**config.mk**
```make
export PLATFORM = sky130hd
export DESIGN_NAME = rf_wb_scoreboard
export DESIGN_NICKNAME = d
export VERILOG_FILES = /design/src/rtl/rf_pkg.sv /design/src/rtl/rf_wb_arbiter.sv /design/src/rtl/rf_wb_scoreboard.sv
export SDC_FILE = /design/constraint.sdc
export NUM_CORES = 1
export LEC_CHECK = 0
export BUFFER_PORTS_ARGS = -buffer_cell sky130_fd_sc_hd__buf_2
export CELL_PAD_IN_SITES_DETAIL_PLACEMENT = 1
export CELL_PAD_IN_SITES_GLOBAL_PLACEMENT = 2
export CORE_MARGIN = 10
export CORE_UTILIZATION = 26
export CTS_CLUSTER_SIZE = 20
export DETAILED_ROUTE_END_ITERATION = 8
export GPL_TIMING_DRIVEN = 0
export PLACE_DENSITY_LB_ADDON = 0.1
export SETUP_SLACK_MARGIN = 0.1
export SLEW_MARGIN = 15
export SYNTH_ARGS = -nofsm -noshare
export SYNTH_HDL_FRONTEND = slang
export SYNTH_SLANG_ARGS = --single-unit
```
**constraint.sdc**
```tcl
create_clock -name clk -period 5.1 [get_ports clk]
set_input_delay 1.02 -clock clk [delete_from_list [all_inputs] [get_ports clk]]
set_output_delay 1.02 -clock clk [all_outputs]
set_load 0.05 [all_outputs]
```
**src/rtl/rf_pkg.sv**
```systemverilog
// Shared definitions for the register-file write-back path.
package rf_pkg;

    localparam int XLEN       = 32;
    localparam int REG_ADDR_W = 5;
    localparam int NUM_REGS   = 32;

    // One write-back request toward the register-file port.
    typedef struct packed {
        logic                  valid;
        logic [REG_ADDR_W-1:0] rd;
        logic [XLEN-1:0]       data;
    } wb_req_t;

    // One-hot register select; x0 never maps to a scoreboard bit.
    function automatic logic [NUM_REGS-1:0] rd_onehot(input logic [REG_ADDR_W-1:0] rd);
        logic [NUM_REGS-1:0] oh;
        oh     = '0;
        oh[rd] = 1'b1;
        oh[0]  = 1'b0;
        return oh;
    endfunction

endpackage

```
**src/rtl/rf_wb_arbiter.sv**
```systemverilog
// Write-port arbiter: ALU has fixed priority, the long unit is protected
// from starvation by requesting an issue bubble after STARVE_LIMIT refusals.
module rf_wb_arbiter
    import rf_pkg::*;
#(
    parameter int STARVE_LIMIT = 3
) (
    input  logic                  clk,
    input  logic                  rst_n,
    input  logic                  alu_valid,
    input  logic [REG_ADDR_W-1:0] alu_rd,
    input  logic [XLEN-1:0]       alu_data,
    input  logic                  lu_valid,
    input  logic [REG_ADDR_W-1:0] lu_rd,
    input  logic [XLEN-1:0]       lu_data,
    output logic                  lu_ready,
    output logic                  lu_accept,
    output logic                  sel_valid,
    output logic [REG_ADDR_W-1:0] sel_rd,
    output logic [XLEN-1:0]       sel_data,
    output logic                  bubble
);

    // Counter runs one past the limit so the bubble lasts a single cycle:
    // the cycle after the bubble has no ALU write-back and the long unit wins.
    localparam int CW = $clog2(STARVE_LIMIT + 2);
    localparam logic [CW-1:0] LIMIT = CW'(STARVE_LIMIT);
    localparam logic [CW-1:0] SAT   = CW'(STARVE_LIMIT + 1);

    wb_req_t alu_req, lu_req, sel;
    logic [CW-1:0] starve_cnt;

    // Priority mux: ALU first, then long unit; nothing passes during reset.
    always_comb begin
        alu_req   = '{valid: alu_valid, rd: alu_rd, data: alu_data};
        lu_req    = '{valid: lu_valid,  rd: lu_rd,  data: lu_data};
        lu_ready  = rst_n && !alu_valid;
        lu_accept = lu_valid && lu_ready;
        sel       = '0;
        if (rst_n) begin
            if (alu_req.valid)     sel = alu_req;
            else if (lu_req.valid) sel = lu_req;
        end
        sel_valid = sel.valid;
        sel_rd    = sel.rd;
        sel_data  = sel.data;
        bubble    = rst_n && (starve_cnt == LIMIT);
    end

    // Count consecutive refused long write-backs, saturating past the limit.
    always_ff @(posedge clk) begin
        if (!rst_n)                     starve_cnt <= '0;
        else if (!lu_valid || lu_accept) starve_cnt <= '0;
        else if (starve_cnt != SAT)     starve_cnt <= starve_cnt + 1'b1;
    end

endmodule

```
**src/rtl/rf_wb_scoreboard.sv**
```systemverilog
// Issue scoreboard and register-file write-back controller.
// Holds the busy bits, the outstanding long-op count, hazard detection and
// a sticky protocol-error flag; the write-port mux lives in rf_wb_arbiter.
module rf_wb_scoreboard
    import rf_pkg::*;
#(
    parameter int MAX_PENDING  = 4,
    parameter int STARVE_LIMIT = 3
) (
    input  logic                  clk,
    input  logic                  rst_n,
    input  logic                  issue_valid,
    output logic                  issue_ready,
    input  logic [REG_ADDR_W-1:0] issue_rs1,
    input  logic [REG_ADDR_W-1:0] issue_rs2,
    input  logic [REG_ADDR_W-1:0] issue_rd,
    input  logic                  issue_rd_we,
    input  logic                  issue_long,
    input  logic                  alu_wb_valid,
    input  logic [REG_ADDR_W-1:0] alu_wb_rd,
    input  logic [XLEN-1:0]       alu_wb_data,
    input  logic                  lu_wb_valid,
    output logic                  lu_wb_ready,
    input  logic [REG_ADDR_W-1:0] lu_wb_rd,
    input  logic [XLEN-1:0]       lu_wb_data,
    output logic [REG_ADDR_W-1:0] rf_write_reg,
    output logic [XLEN-1:0]       rf_write_data,
    output logic                  rf_write_enable,
    output logic [NUM_REGS-1:0]   busy_mask,
    output logic                  sb_error
);

    localparam logic [3:0] PEND_MAX = 4'(MAX_PENDING);

    logic [NUM_REGS-1:0] busy;
    logic [3:0]          pending;
    logic                short_q;   // a short op issued last cycle
    logic                wr_valid, lu_accept, bubble, hazard, issue_fire;
    logic [REG_ADDR_W-1:0] wr_rd;
    logic [NUM_REGS-1:0] set_mask, clr_mask;
    logic                err_now;

    rf_wb_arbiter #(.STARVE_LIMIT(STARVE_LIMIT)) u_arb (
        .clk       (clk),
        .rst_n     (rst_n),
        .alu_valid (alu_wb_valid),
        .alu_rd    (alu_wb_rd),
        .alu_data  (alu_wb_data),
        .lu_valid  (lu_wb_valid),
        .lu_rd     (lu_wb_rd),
        .lu_data   (lu_wb_data),
        .lu_ready  (lu_wb_ready),
        .lu_accept (lu_accept),
        .sel_valid (wr_valid),
        .sel_rd    (wr_rd),
        .sel_data  (rf_write_data),
        .bubble    (bubble)
    );

    // Hazards use registered state only; a write-back landing this cycle
    // does not release a dependent issue until the following cycle.
    always_comb begin
        hazard = busy[issue_rs1] || busy[issue_rs2]
              || (issue_rd_we && busy[issue_rd])
              || (issue_long && pending == PEND_MAX)
              || bubble;
        issue_ready     = rst_n && !hazard;
        issue_fire      = issue_valid && issue_ready;
        rf_write_reg    = wr_rd;
        rf_write_enable = wr_valid && (wr_rd != '0);
        set_mask        = (issue_fire && issue_rd_we) ? rd_onehot(issue_rd) : '0;
        clr_mask        = wr_valid ? rd_onehot(wr_rd) : '0;
        err_now         = (wr_valid && wr_rd != '0 && !busy[wr_rd])
                       || (lu_accept && pending == '0)
                       || (alu_wb_valid && !short_q);
        busy_mask       = busy;
    end

    // Scoreboard, pending count and error flag update on the write edge.
    always_ff @(posedge clk) begin
        if (!rst_n) begin
            busy     <= '0;
            pending  <= '0;
            short_q  <= 1'b0;
            sb_error <= 1'b0;
        end else begin
            busy    <= (busy | set_mask) & ~clr_mask;
            short_q <= issue_fire && !issue_long;
            case ({issue_fire && issue_long, lu_accept && pending != '0})
                2'b10:   pending <= pending + 1'b1;
                2'b01:   pending <= pending - 1'b1;
                default: pending <= pending;
            endcase
            if (err_now) sb_error <= 1'b1;
        end
    end

endmodule

```
; ---- After elaboration in Yosys (flattened, before gate mapping)
; Index checks and enable logic that the tools add are counted.
[totals]
latch_bits = 0
wordCells = 76
mem_count = 0
ram_bits = 0
romBits = 0
register_bits = 41
input_bits = 96
[op_classes]
order_cmp = 6
n_div = 0
n_eq_ne = 5
n_reduce_logical = 35
n_addsub = 3
n_mux = 18
mul = 0
shifts = 0
bitwise_logic = 4
[op_table]
columns = operator, count
row1 = $mux W38, 3
row2 = $mux W32, 2
row3 = $and A32 B32 Y32, 1
row4 = $not A32 Y32, 1
row5 = $or A32 B32 Y32, 1
row6 = $lt A5 B6 Y1 const B, 4
row7 = $bmux W1 S5, 4
row8 = $logic_and A1 B1 Y1, 17
row9 = $demux W1 S5, 2
row10 = $ge A5 B1 Y1 const B, 2
row11 = $pmux W4 S2, 1
row12 = $logic_or A1 B1 Y1, 7
row13 = $logic_not A1 Y1, 6
row14 = $mux W1, 6
row15 = $reduce_bool A5 Y1, 1
row16 = $add A4 B1 Y4 const B, 1
row17 = $eq A4 B3 Y1 const B, 1
row18 = $logic_not A4 Y1, 1
row19 = $reduce_bool A4 Y1, 1
row20 = $sub A4 B1 Y4 const B, 1
row21 = $add A3 B1 Y3 const B, 1
row22 = $eq A3 B2 Y1 const B, 1
row23 = $ne A3 B3 Y1 const B, 1
row24 = $eq A2 B1 Y1 const B, 1
row25 = other kinds (4), 4

; ---- Logic depth before layout (Yosys ltp)
; Gate-level depths: netlist of run 1.
[logic_depth]
depth_word = 13
depth_mapped = 15
ltp_nobuf = 14

; ---- By module
; Synthesis of run 1 repeated with hierarchy kept, for this count alone.
[unflattened]
hier_cells = 439
area_unflattened_um2 = 3674.8
[modules_own_cells]
columns = module, area_each_um2, seq_area_each_um2, n_inst, cells_per_inst
row1 = rf_wb_scoreboard, 3096.7, 740.7, 1, 371
row2 = rf_wb_arbiter, 578.1, 60.1, 1, 68

; ---- Worst setup path before layout of run 1
; No wires, ideal clock.
[synth_path]
kind = input to output
startpoint = input issue_rs2[0]
endpoint = output issue_ready
setup_slack_ps = 545
path_stages = 6
t_required_ps = 4080
arrival_ps = 3535
path_buffers = 1
path_cell_list = buf_2 mux4_2 a32oi_1 o41ai_1 or3_1 a211oi_1
[synth_via]
elab_chain_cells = 8
[synth_rtl]
columns = item, line_no
row1 = "start, declared", rf_wb_scoreboard.sv:15  ; input logic [REG_ADDR_W-1:0] issue_rs2,
row2 = $bmux W1 S5, rf_wb_scoreboard.sv:63  ; hazard = busy[issue_rs1] || busy[issue_rs2]
row3 = $mux W1 (implied by the code), rf_wb_scoreboard.sv:63
row4 = $logic_or A1 B1 Y1, rf_wb_scoreboard.sv:63
row5 = $logic_or A1 B1 Y1, rf_wb_scoreboard.sv:64  ; || (issue_rd_we && busy[issue_rd])
row6 = $logic_or A1 B1 Y1, rf_wb_scoreboard.sv:65  ; || (issue_long && pending == PEND_MAX)
row7 = $logic_or A1 B1 Y1, rf_wb_scoreboard.sv:66  ; || bubble;
row8 = $logic_not A1 Y1, rf_wb_scoreboard.sv:67  ; issue_ready = rst_n && !hazard;
row9 = $logic_and A1 B1 Y1, rf_wb_scoreboard.sv:67
row10 = "end, declared", rf_wb_scoreboard.sv:13  ; output logic issue_ready,
; No other way between the ends. The select of a mux whose other input is x is not followed.

; ---- Worst setup path after layout of run 1
[layout_path]
startpoint = input alu_wb_valid
endpoint = output rf_write_enable
[layout_via]
elab_chain_cells = 4
[layout_rtl]
columns = item, line_no
row1 = "start, declared", rf_wb_scoreboard.sv:19  ; input logic alu_wb_valid,
row2 = $mux W38 (*), rf_wb_arbiter.sv:41  ; if (alu_req.valid) sel = alu_req;
row3 = $mux W38 (*), rf_wb_arbiter.sv:40  ; if (rst_n) begin
row4 = $reduce_bool A5 Y1, rf_wb_scoreboard.sv:70  ; rf_write_enable = wr_valid && (wr_rd != '0);
row5 = $logic_and A1 B1 Y1 (*), rf_wb_scoreboard.sv:70
row6 = "end, declared", rf_wb_scoreboard.sv:28  ; output logic rf_write_enable,
; Mark *: on every way between the ends. The rest lies on a longest branch, timed or not.

==> results.md, run 1 <==
- Count of pins on the block boundary: roughly 170
- Number of buffers on the longest clock path: 2
- Layout fillers: between 1,500 and 2,000
- Global-route usage over all layers: a little under a fifth
- Number of global-route vias before repair: approximately 5,000
- Overall overflow remaining after global route: 0
- Floorplan Core Area: 0.0146 sq mm
- Pin count of the biggest net entering global routing: 15
- Average wire length per cell after detail routing: 23.9 um
- HPWL after detailed placement: ~16,000 um
- Min-Delay Path Class: register to register
- Clock skew after layout: around 0.0087 ns
- Maximum clock rate: 233 MHz
- Number of vias per cell after detailed routing: ~5.6
- Max-cap violations: 0
- Vertical extent of the die: around 140 um
- DRT Wirelength: around 20,000 um
- Number of DRC violations after detailed-routing iteration 0: ~330
- Required time of the worst setup path: approximately 4 ns
- Post-CTS Repair Setup Buffers: 0
- Internal Pwr Total: around 0.64 mW
- Number of hold-repair buffers added at the cts stage: 0
- Switching pwr: about 0.36 mW
- Total DRC errors in the routed layout: 0
- Tightest slew margin relative to the limit: a little under a third
- Portion of total power attributed to the clock network: 37.8%
- Leakage power of the design: 2.22 nW
- Effective utilization at floorplan: 26.6%
- Worst path buffer plus inverter count: 4
- Die span in x: 142 um
- CTS H-Tree Depth: 2
- Final number of max-transition violations: 0
- Latest clock arrival within the worst-skew pair: 0.29 ns
- Synthesis-stage register bit count: 40
- Crit-path max FO: 10
- Critical Path Sink Type: output port
- Number of synthesized flops with an enable pin: 0
- Placed Area: ~0.0049 sq mm
- Worst hold margin: 0.509 ns
- Synthesis Warnings: 0
- Comb power frac: between 30% and 40%
- Signed area change from the synthesized netlist to the final layout: 30.8%
- Worst IR drop on VDD: roughly 0.11 mV
- Layout cell share with drive strength beyond 1: between 30% and 40%
- Post-route fraction of the period consumed by the critical path: a little over four fifths
- Setup-violating endpoint count in the final report: 0
- Root buf cell: clkbuf_16
- DRT antenna net count: 0
- CP delay by family, top: buffers and inverters
- Area occupied by registers: 801 sq um
- Sw frac: between 30% and 40%
- Count of instances resized after the clock tree is built: 0
- Total count of hold-check failures in the final report: 0
- Number of vias after detailed routing: between 4,000 and 5,000
- Final sum of negative setup slack: 0 ns
- Prevailing post-synth register cell: dfxtp_1
- Power density cells: between 150 and 200 mW/mm^2
- Clock transition at the register clock pins on the worst setup and hold paths after CTS: ~0.060 ns
- Transition time of the tightest slew-check pin: roughly 1 ns
- PortBufs: 158
- Final critical-path required period: about 4.3 ns
- Ys async rst share: 0%
- Detailed Routing Iterations Pass 1: 5
- CTS Buf Count: 5
- Critical Path AT: roughly 3.3 ns
- Multi-input combinational cell area: 0.00281 sq mm
- Synthesized instance count: 478
- Antenna Cells: 0
- Core Rows: 44
- Fin nets: ~750
- Area enclosed by the die boundary: 0.0202 sq mm
- Run status: completed
- Share of the yosys chip area belonging to registers: 20.7%
- Sink count of the clock tree: 40
- Post-route standard cell area excluding fillers: about 0.005 sq mm
- Startpoint class of the critical path: primary input
- Number of distinct standard cells referenced by the synthesized netlist: 70
- Cell type of the slowest stage on the worst timing path: clkbuf_1
- CTS tree: yes
- Initial antenna violation count: 0
- Nets in the synthesized netlist: 581
- Weighted congestion reported at the end of routability-driven placement: approximately 0.84
- Synthesized area per cell: 8.11 sq um
- Unrepaired setup endpoints after global routing: no
- Crit path largest cell delay: approximately 0.45 ns
- Synthesized area: about 0.0039 sq mm
- Start-to-end type of the worst setup path: primary input to output port
- Global-route wire length before repair: ~30,000 um
- Sequential group share of total power: 31.7%
- Ordered cell list for the critical path: buf_2 -> clkbuf_1 -> nor2b_1 -> a31oi_1 -> clkbuf_1 -> nand3_1 -> or3_1 -> buf_2
[Yosys cell counts (7+ instances only)]
| cell type | instances | area, sq um |
|---|---|---|
| dfxtp_1 | 40 | 801 |
| o31ai_2 | 7 | 87.6 |
| clkbuf_1 | 17 | 63.8 |
| nand2_1 | 49 | 184 |
| nand3_1 | 24 | 120 |
| o21ai_0 | 9 | 45.0 |
| o31ai_1 | 7 | 52.6 |
| o21ai_1 | 12 | 60.1 |
| nor2_1 | 25 | 93.8 |
| nand2b_1 | 7 | 43.8 |
| mux2i_1 | 29 | 290 |
| and2_1 | 11 | 68.8 |
| buf_2 | 10 | 50.1 |
| nor3_1 | 9 | 45.0 |
| o211ai_1 | 8 | 60.1 |
| a22o_1 | 33 | 289 |
| nor2b_1 | 8 | 50.1 |
| o41ai_1 | 7 | 61.3 |
| nand3b_1 | 14 | 105 |
| a21oi_1 | 13 | 65.1 |
| inv_1 | 18 | 67.6 |
| mux4_2 | 9 | 203 |
[cells in the final DEF (no fill, tap or decap), types with 9 or more instances in the layout]
cell type / Yosys / layout
a21oi_1: 13 / 13
a22o_1: 33 / 33
and2_1: 11 / 11
buf_2: 10 / 168
clkbuf_1: 17 / 17
dfxtp_1: 40 / 40
inv_1: 18 / 18
mux2i_1: 29 / 29
mux4_2: 9 / 9
nand2_1: 49 / 49
nand3_1: 24 / 24
nand3b_1: 14 / 14
nor2_1: 25 / 25
nor3_1: 9 / 9
o21ai_0: 9 / 9
o21ai_1: 12 / 12
[stage by stage]
stage,power (mW),std cells,util [%],setup slack [ns]
floorplan,0.526,478,-,0.545
global placement,0.627,820,33.6,0.734
detailed placement,0.631,820,33.6,0.709
CTS,1.01,828,34.8,0.811
global route,1.04,828,34.8,0.558
finish,1.00,828,34.8,0.817
[final timing paths]
kind / to / startpoint / cells past startpoint / slack (ns)
worst min-delay path: u_arb.starve_cnt[1]$_SDFFE_PP0P_ / u_arb.starve_cnt[2]$_SDFFE_PP0P_ / 2 / 0.51
worst max-delay path: rf_write_enable / alu_wb_valid / 8 / 0.82
worst max register to register: pending[3]$_SDFFE_PN0P_ / busy_mask[14]$_SDFF_PN0_ / 13 / 1.55
worst min register to register: u_arb.starve_cnt[1]$_SDFFE_PP0P_ / u_arb.starve_cnt[2]$_SDFFE_PP0P_ / 2 / 0.51
[layer usage]
layer	wire (um)	track usage, %	vias to the layer above
met5	0	0	-
met4	310	3.71	0
met3	1360	3.70	21
met2	9660	31.7	192
met1	8440	24.0	2300
li1	-	-	2165
[worst register-to-register path, cell delays in order (launching register included)]
cell,delay (ns)
dfxtp_1,0.46
mux4_2,0.54
a32oi_1,0.20
o41ai_1,0.12
or3_1,0.34
a211oi_1,0.32
nand2_1,0.10
ha_1,0.23
ha_1,0.28
a21o_1,0.18
a21oi_1,0.17
xnor2_1,0.10
or3_1,0.31
a21oi_1,0.14
[power by group through the flow]
stage	Clock [mW]	Combinational [mW]	Sequential, mW
after floorplan	0	0.198	0.329
after global placement	0	0.302	0.325
after detailed placement	0	0.306	0.325
after CTS	0.388	0.307	0.318
after global routing	0.393	0.329	0.318
final	0.379	0.305	0.318
[layout make-up]
type,count,share of cell area [%]
plain buffers,36,3.73
clock buffers,5,2.47
clock inverters,3,0.913
inverters,21,1.55
multi-input cells,381,55.4
flip-flops and latches,40,15.8
well taps,184,4.54
repair buffers,158,15.6
[kinds of logic after synthesis]
kind of cell | after synthesis | share of synthesized area, %
DFF | 40 | 20.7
xor gates and xnor gates | 4 | 0.904
buffers and inverters | 57 | 6.91
muxes | 45 | 14.7
AOI/OAI and AO/OA | 147 | 29.9
and+or+nand+nor | 177 | 24.4
adders and majority gates | 7 | 2.45
other | 1 | 0.0967
[registers in the layout (all words and copies together), names as in the netlist]
name              flops
short_q               1
sb_error              1
busy_mask            31
pending               4
u_arb.starve_cnt      3
Power figures use the tool's default switching activity.
==> run 2, diff against run 1 <==
Settings changed: CORE_UTILIZATION 26 to 24.
Clock period 5.1 ns to 3.5 ns, I/O delays scaled along.
==> run 2 against run 1 <==
- wire length up 2.4%
- via count down 0.86%
- die area up 7.1%
- count of clock-buffer cells in the layout unchanged
- setup slack worse by 0.70 ns
- clock skew up 0.0025 ns
- non-clock buffer count up 12
- global-route usage down 0.56 points
- final cell count up 5.3%
- sequential share of layout area down 0.91 points
- combinational power up 56%
- critical endpoint is now pending[3]$_SDFFE_PN0P_
- clock power up 45%
==> results.md, run 2 (same netlist as run 1, synthesis figures left out) <==
- Worst IR drop on VDD: 0.158 mV (+49%)
- Antenna Cells: 0 (unchanged)
- Run status: completed
- Critical Path Sink Type: register
- Unrepaired setup endpoints after global routing: yes
- Tightest slew margin relative to the limit: 27.1% (-3.7 points)
- Sink count of the clock tree: 40 (unchanged)
- Latest clock arrival within the worst-skew pair: 0.29 ns (about the same)
- Setup-violating endpoint count in the final report: 0 (unchanged)
- Start-to-end type of the worst setup path: primary input to register
- CTS H-Tree Depth: 2 (unchanged)
- Number of hold-repair buffers added at the cts stage: 0 (unchanged)
- Post-layout worst setup margin: 0.118 ns (-0.699 ns)
- Switching pwr: 0.531 mW (+49%)
- Total DRC errors in the routed layout: 0 (unchanged)
- Sw frac: 35.7% (-0.046 points)
- Fin nets: 758 (+1.6%)
- Worst path buffer plus inverter count: 1 (-3)
- Internal Pwr Total: 0.958 mW (+49%)
- Crit-path max FO: 5 (-5)
- Final core area utilization: 33.9% (-0.89 points)
- Global-route wire length before repair: 30,700 um (+2.6%)
- Total count of hold-check failures in the final report: 0 (unchanged)
- DRT antenna net count: 0 (unchanged)
- Transition time of the tightest slew-check pin: 1.08 ns (+0.0549 ns)
- Final critical-path required period: approximately 3.4 ns
- Number of vias after detailed routing: 4,638 (-0.86%)
- Root buf cell: clkbuf_16
- Comb power frac: 31.9% (+1.4 points)
- Area enclosed by the die boundary: 0.0216 sq mm (+7.1%)
- Post-route fraction of the period consumed by the critical path: 96.6%
- Sequential group share of total power: 31.1% (-0.6 points)
- Cell mode on critical path: ha_4
- PortBufs: 158 (unchanged)
- Final sum of negative setup slack: 0 ns (unchanged)
- Number of buffers on the longest clock path: 2 (unchanged)
- Cell type of the slowest stage on the worst timing path: mux4_2
- Total design power: 1.49 mW (+49%)
- Count of pins on the block boundary: 169 (unchanged)
- CP delay by family, top: compound AO/OA/AOI/OAI gates
- Post-route standard cell area excluding fillers: 0.00538 sq mm (+6.1%)
- Dpl ws: -0.452 ns (-1.16 ns)
- Effective utilization at floorplan: 24.4% (-2.2 points)
- Clock transition at the register clock pins on the worst setup and hold paths after CTS: 0.06 ns (about the same)
- Startpoint class of the critical path: primary input
- Pin count of the biggest net entering global routing: 15 (unchanged)
- Weighted congestion reported at the end of routability-driven placement: 0.846 (+1.3%)
- HPWL after detailed placement: 16,100 um (+2.9%)
- Die span in x: 147 um (+3.5%)
- CTS tree: yes
- Clock skew after layout: 0.0112 ns (+0.00249 ns)
- DRT Wirelength: 20,200 um (+2.4%)
- Signed area change from the synthesized netlist to the final layout: 38.7%
- Overall overflow remaining after global route: 0 (unchanged)
- Most used cells in the layout excluding fill and tap cells: 163 x buf_2, 49 x nand2_1, 40 x dfxtp_1
- Placed Area: 0.00498 sq mm (+1.8%)
- Flip-flop count of the largest register, all copies and words added: 31 (unchanged)
- Number of DRC violations after detailed-routing iteration 0: 298 (-9.4%)
- Vertical extent of the die: 147 um (+3.5%)
- Maximum clock rate: just under 300 MHz
- Number of global-route vias before repair: 4,963 (+0.71%)
- Ordered cell list for the critical path: buf_12 -> mux4_2 -> a32oi_2 -> o41ai_4 -> or3_4 -> a211oi_4 -> nand2_1 -> ha_4 -> ha_4 -> a21o_1 -> a21oi_2 -> xnor2_2 -> or3_1 -> a21oi_1
- Final number of max-transition violations: 0 (unchanged)
- Number of vias per cell after detailed routing: 5.32 (-5.9%)
- Global-route usage over all layers: 18.1% (-0.56 points)
- Critical Path AT: 3.60 ns (+0.34 ns)
- Initial antenna violation count: 0 (unchanged)
- Min-Delay Path Class: register to register
- Crit path largest cell delay: 0.51 ns (+0.06 ns)
- Core Rows: 46 (+4.5%)
- Most common library cell in the layout ignoring fill and taps: buf_2
- Layout cell share with drive strength beyond 1: 37.8% (+4.4 points)
- Floorplan Core Area: 0.0159 sq mm (+8.9%)
- CTS Buf Count: 5 (unchanged)
- Average wire length per cell after detail routing: 23.2 um (-2.7%)
- Detailed Routing Iterations Pass 1: 4 (-1)
- Power density cells: 277 mW/mm^2 (+40%)
- Portion of total power attributed to the clock network: 37.0% (-0.8 points)
- Max-cap violations: 0 (unchanged)
- Leakage power of the design: 2.33 nW (+5.1%)
- Required time of the worst setup path: 3.72 ns (-0.36 ns)
==> run 2: metrics by stage <==
| step | instances | hold WS (ns) |
|---|---|---|
| final | 872 | 0.502 |
| after global routing | 872 | 0.538 |
| after CTS | 865 | 0.512 |
| after detailed placement | 852 | 0.504 |
| after global placement | 852 | 0.477 |
| after floorplan | 478 | 0.456 |
==> run 2: area by class of cell <==
cell class / count / area [sq um]
clock buffer: 5 / 125
buffer: 36 / 225
fill: 1986 / 10500
tap: 216 / 270
inverter: 21 / 78.8
timing repair buffer: 170 / 883
clock inverter: 3 / 46.3
multi-input combinational: 381 / 2950
sequential: 40 / 801
==> run 2: routing by layer <==
metal	vias up	GRT usage, %	routed length [um]
met5	-	0	0
met4	0	4.76	251
met3	16	3.84	1410
met2	153	31.1	10100
met1	2269	22.5	8520
li1	2200	-	-
==> run 2: path summary, 6_finish.rpt <==
check / from / endpoint / slack, ns / cells past startpoint
worst max-delay path: issue_rs2[0] / pending[3]$_SDFFE_PN0P_ / 0.12 / 14
worst min-delay path: u_arb.starve_cnt[2]$_SDFFE_PP0P_ / u_arb.starve_cnt[1]$_SDFFE_PP0P_ / 0.50 / 2
worst max register to register: busy_mask[14]$_SDFF_PN0_ / pending[3]$_SDFFE_PN0P_ / 0.16 / 13
worst min register to register: u_arb.starve_cnt[2]$_SDFFE_PP0P_ / u_arb.starve_cnt[1]$_SDFFE_PP0P_ / 0.50 / 2
==> run 2: tightest hold or removal path: cells and delay by family, from the launching register on <==
| family | cells | cell delay (ns) |
|---|---|---|
| DFF | 1 | 0.32 |
| and+or+nand+nor | 1 | 0.08 |
| AOI/OAI and AO/OA | 1 | 0.06 |
==> run 2: what timing repair did <==
item	CTS	global route
resized for setup	18	11
buffers inserted	5	7
pin swaps	9	7
setup endpoints to repair	4	3
==> run 2: power by group through the flow <==
stage	clock network [mW]	registers [mW]	logic (mW)
5_1_grt	0.576	0.464	0.514
3_5_place_dp	0	0.474	0.450
2_1_floorplan	0	0.479	0.292
3_3_place_gp	0	0.474	0.447
6_report	0.550	0.463	0.475
4_1_cts	0.559	0.463	0.468
